## src/rtl/cv32e40p_sleep_ctrl.sv

```systemverilog
// Sleep entry/exit sequencer around the core clock gate, running on the free-running clock.
// Optional drain timeout is enabled by defining CV32E40P_SLEEP_DRAIN_TIMEOUT_EN.
module cv32e40p_sleep_ctrl #(
    parameter int unsigned WAKE_DELAY    = 4,
    parameter int unsigned DRAIN_TIMEOUT = 64
) (
    input  logic clk_ungated_i,
    input  logic rst_i,
    input  logic sleep_req_i,
    input  logic wake_i,
    input  logic if_busy_i,
    input  logic lsu_busy_i,
    input  logic apu_busy_i,
    output logic pm_req_o,
    input  logic pm_ack_i,
    output logic clock_en_o,
    output logic core_sleep_o,
    output logic sleep_done_o,
    output logic sleep_abort_o
);

    typedef enum logic [2:0] {
        S_IDLE   = 3'd0,
        S_DRAIN  = 3'd1,
        S_HSHAKE = 3'd2,
        S_SLEEP  = 3'd3,
        S_WAKE   = 3'd4
    } state_e;

    localparam int unsigned CW = (WAKE_DELAY > 0) ? $clog2(WAKE_DELAY + 1) : 1;
    localparam logic [CW-1:0] WAKE_LOAD = CW'((WAKE_DELAY > 0) ? (WAKE_DELAY - 1) : 0);

    state_e        state_q, state_d;
    logic [CW-1:0] wcnt_q, wcnt_d;
    logic          wrun_q, wrun_d;
    logic          done_q, done_d;
    logic          abort_d;
    logic          busy;

    assign busy = if_busy_i | lsu_busy_i | apu_busy_i;

`ifdef CV32E40P_SLEEP_DRAIN_TIMEOUT_EN
    localparam int unsigned TW = (DRAIN_TIMEOUT > 1) ? $clog2(DRAIN_TIMEOUT) : 1;
    localparam logic [TW-1:0] DRAIN_LAST = TW'(DRAIN_TIMEOUT - 1);

    logic [TW-1:0] dcnt_q, dcnt_d;
    logic          abort_q;

    always_ff @(posedge clk_ungated_i or posedge rst_i) begin
        if (rst_i) begin
            dcnt_q  <= '0;
            abort_q <= 1'b0;
        end else begin
            dcnt_q  <= dcnt_d;
            abort_q <= abort_d;
        end
    end

    assign sleep_abort_o = abort_q;
`else
    localparam int unsigned unused_drain_timeout = DRAIN_TIMEOUT;
    assign sleep_abort_o = 1'b0;
`endif

    always_ff @(posedge clk_ungated_i or posedge rst_i) begin
        if (rst_i) begin
            state_q <= S_IDLE;
            wcnt_q  <= '0;
            wrun_q  <= 1'b0;
            done_q  <= 1'b0;
        end else begin
            state_q <= state_d;
            wcnt_q  <= wcnt_d;
            wrun_q  <= wrun_d;
            done_q  <= done_d;
        end
    end

    always_comb begin
        state_d = state_q;
        wcnt_d  = wcnt_q;
        wrun_d  = wrun_q;
        done_d  = 1'b0;
        abort_d = 1'b0;
`ifdef CV32E40P_SLEEP_DRAIN_TIMEOUT_EN
        dcnt_d  = dcnt_q;
`endif
        case (state_q)
            S_IDLE: begin
                if (sleep_req_i) begin
                    if (wake_i) begin
                        done_d = 1'b1;
                    end else begin
                        state_d = S_DRAIN;
`ifdef CV32E40P_SLEEP_DRAIN_TIMEOUT_EN
                        dcnt_d  = '0;
`endif
                    end
                end
            end
            S_DRAIN: begin
                if (wake_i) begin
                    state_d = S_IDLE;
                    done_d  = 1'b1;
                end else if (!busy) begin
                    state_d = S_HSHAKE;
                end
`ifdef CV32E40P_SLEEP_DRAIN_TIMEOUT_EN
                else if (dcnt_q == DRAIN_LAST) begin
                    state_d = S_IDLE;
                    done_d  = 1'b1;
                    abort_d = 1'b1;
                end else begin
                    dcnt_d = dcnt_q + 1'b1;
                end
`endif
            end
            // pm_req_o is never withdrawn before the ack, even if wake arrives first.
            S_HSHAKE: begin
                if (pm_ack_i) begin
                    state_d = wake_i ? S_WAKE : S_SLEEP;
                    wrun_d  = 1'b0;
                end
            end
            S_SLEEP: begin
                if (wake_i) begin
                    state_d = S_WAKE;
                    wrun_d  = 1'b0;
                end
            end
            // First wait for the ack to fall, then count down the settle delay.
            S_WAKE: begin
                if (!wrun_q) begin
                    if (!pm_ack_i) begin
                        if (WAKE_DELAY == 0) begin
                            state_d = S_IDLE;
                            done_d  = 1'b1;
                        end else begin
                            wcnt_d = WAKE_LOAD;
                            wrun_d = 1'b1;
                        end
                    end
                end else if (wcnt_q == '0) begin
                    state_d = S_IDLE;
                    done_d  = 1'b1;
                    wrun_d  = 1'b0;
                end else begin
                    wcnt_d = wcnt_q - 1'b1;
                end
            end
            default: begin
                state_d = S_IDLE;
                wrun_d  = 1'b0;
            end
        endcase
    end

    assign pm_req_o     = (state_q == S_HSHAKE) || (state_q == S_SLEEP);
    assign clock_en_o   = (state_q != S_SLEEP);
    assign core_sleep_o = (state_q == S_SLEEP);
    assign sleep_done_o = done_q;

endmodule

```

## config.mk

```make
export PLATFORM = sky130hd
export DESIGN_NAME = cv32e40p_sleep_ctrl
export DESIGN_NICKNAME = d
export VERILOG_FILES = /design/src/rtl/cv32e40p_sleep_ctrl.sv
export SDC_FILE = /design/constraint.sdc
export NUM_CORES = 1
export LEC_CHECK = 0
export ABC_AREA = 1
export CORE_MARGIN = 3
export CORE_UTILIZATION = 39
export CTS_BUF_LIST = sky130_fd_sc_hd__clkbuf_4 sky130_fd_sc_hd__clkbuf_8
export CTS_CLUSTER_SIZE = 25
export DETAILED_ROUTE_END_ITERATION = 10
export GPL_ROUTABILITY_DRIVEN = 0
export PLACE_DENSITY = 0.69
export SLEW_MARGIN = 20
export SYNTH_ARGS = -nofsm -noshare
export SYNTH_HDL_FRONTEND = slang
export SYNTH_SLANG_ARGS = --single-unit
```

## constraint.sdc

```tcl
create_clock -name clk_ungated_i -period 1.69 [get_ports clk_ungated_i]
set_input_delay 0.2535 -clock clk_ungated_i [delete_from_list [all_inputs] [get_ports clk_ungated_i]]
set_output_delay 0.2535 -clock clk_ungated_i [all_outputs]
set_load 0.02 [all_outputs]
```

==> out/metrics.yaml <==
global_routing:
  grt-busiest-layer: "met2"
  antenna_found_initial: 0
  grtUsageMet2: 0.177
  grt_pass1_vias: 428
  grt_use_met3: 0.0763
  grt_start_max_net_pins: 9
  overflow: 0
  grt_usage: 0.131
  met1_usage: 0.174
  grt_pass1_wl_um: 1750
detailed_routing:
  viasPerCell: 5.09
  routedWlPerCell_um: 11.1
  ant_nets: 0
  drt-initial-drc-count: 16
  drc: 0
  first_pass_iters: 5
  vias: 504
  drt_wl_total_um: 1100
timing:
  setup_ws_ps: 192
  fin_hold_ws_ps: 255
  rsz0062_at_grt: "false"
  hold_viol: 0
  drv_slew: 0
  finClkSkew_ps: 5.36
  fmax_mhz: 668
  setup_viol: 0
  final.setup.tns_ps: 0
  fin_crit_ps: 1500
  fin_crit_sh: 0.886
clock_tree:
  cts_made_buffers: 3
  h-tree-depth: 1
  clk_pin_slew_ps: 50
  cts_tree: "yes"
  postCtsSetupRepairBufs: 0
  cts_max_path_buffers: 2
  cts.sinks: 8
  cts-root-buf: "clkbuf_4"
  clock_latency_ps: 250
  cts_hold_buf: 0
placed_design:
  pre_cts_ws_ps: 210
  numPlacedInstances: 96
  place_area_um2: 659
  port_buffers: 11
  dp_hpwl_um: 875
critical_path:
  crit_slowest_cell: "dfrtp_1"
  crit_arrival_ps: 1240
  crit_path_start_kind: "flop"
  path_cells: "nor2_2, inv_1, dlygate4sd2_1"
  critical-path-top-delay-family: "flip-flops"
  critPathMaxFanout: 5
  path_class: "reg -> out"
  required_ps: 1440
  cpPeakStageDelay_ps: 440
  endpoint_kind: "output port"
  path_buf_inv: 2
floorplanning:
  die_x_um: 42.9
  start_util: 0.448
  rows: 12
  io_pins: 13
  die_h_um: 42.9
  die_area_um2: 1840
  core-area_um2: 1190
logic_synthesis:
  synthTopCellsByArea: "dfrtp_1 (38%), nand2_1 (11%), inv_1 (8.5%)"
  synth.distinct_cells: 21
  syn-num-nets: 81
  synth-seq-area-share: 0.376
  ys_seq_elements: 8
  synth_cells: 71
  yosysTopAreaCell: "dfrtp_1"
  yosysTopAreaCellShare: 0.376
  synth_area_um2: 532
  synth_warnings: 0
  postSynthAreaPerCell_um2: 7.49
final_layout:
  syn_to_final_growth_pct: 27.5
  diodes: 0
  layoutNonFillerInstCount: 99
  layout_commonest_cell: "nand2_1"
  stdcell_area_um2: 678
  final_cell_mix: "nand2_1 (15), inv_1 (12), nand3_1 (8), clkdlybuf4s50_1 (8), dfrtp_1 (8)"
  drive_gt1_frac: 0.165
  fin_nets: 97
run_status:
  status: "finished clean"
flow_run:
  maxCapViolations: 0
hold_path:
  hold_class: "in -> async"
power_and_ir_drop:
  p_per_area_nw_per_um2: 1480
  leakage_nw: 0.351
  vdd_ir_drop_max_mv: 0.696
## cell families after synthesis
kind of cell | synth area share
flops | 0.376
fa+ha+maj | 0.0471
compound gates | 0.120
simple gates | 0.351
other cells | 0.00705
buf+inv | 0.0988
## Yosys cell counts
master     n
ha_1       2
a21boi_1   1
nor2_2     5
nor3_1     1
nand3_1    8
a21oi_1    1
o21ai_2    1
nand2_1   15
nand3_2    1
o31ai_1    1
buf_4      1
nor2_4     2
o211ai_1   1
inv_1     12
o21ai_0    2
or2_2      1
o21ai_1    2
conb_1     1
a211oi_1   1
nor2_1     4
dfrtp_1    8
## through the flow
step	util	power [mW]
6_report	0.572	1.00
5_1_grt	0.572	1.09
4_1_cts	0.572	1.01
3_5_place_dp	0.556	0.873
3_3_place_gp	0.556	0.868
2_1_floorplan	-	0.696
## power by group
| part | leakage, nW | internal, mW | switching, mW |
|---|---|---|---|
| Sequential | 0.100 | 0.264 | 0.0622 |
| Clock | 0.0138 | 0.0811 | 0.0623 |
| Combinational | 0.237 | 0.202 | 0.330 |
| Total | 0.351 | 0.546 | 0.454 |
## area by class of cell
type                    count  area, µm²
fillers                   117        508
well taps                  14       17.5
multi-input cells          50        279
inverters                  12       45.0
repair buffers             12        114
flip-flops and latches      8        200
clock buffers               3       22.5
## path summary, 6_finish.rpt
kind / endpoint / cells after the start / startpoint / slack (ps)
min in group clk_ungated_i: wcnt_q[1]$_DFFE_PP0P_ / 2 / wcnt_q[1]$_DFFE_PP0P_ / 540
max in group asynchronous: state_q[0]$_DFFE_PP0P_ / 2 / rst_i / 1190
worst max-delay path: clock_en_o / 3 / state_q[2]$_DFFE_PP0P_ / 190
worst min register to register: wcnt_q[1]$_DFFE_PP0P_ / 2 / wcnt_q[1]$_DFFE_PP0P_ / 540
worst max register to register: wcnt_q[2]$_DFFE_PP0P_ / 7 / state_q[0]$_DFFE_PP0P_ / 380
worst min-delay path: sleep_done_o$_DFF_PP0_ / 2 / rst_i / 250
## routing by layer
metal | vias to the layer above | part of all wire
li1 | 252 | -
met2 | 20 | 0.46
met1 | 230 | 0.44
met3 | 2 | 0.092
met4 | 0 | 0.0073
met5 | - | 0
## sequential cells by signal, summed over array words and instances, names as in the netlist
register / flops
state_q: 3
wcnt_q: 3
sleep_done_o: 1
wrun_q: 1
## what timing repair did
item | CTS | global route
resized for setup | 3 | 0
hold endpoints to repair | 0 | 0
setup endpoints to repair | 3 | 0
Note: power is estimated with default switching activity, not from simulation.
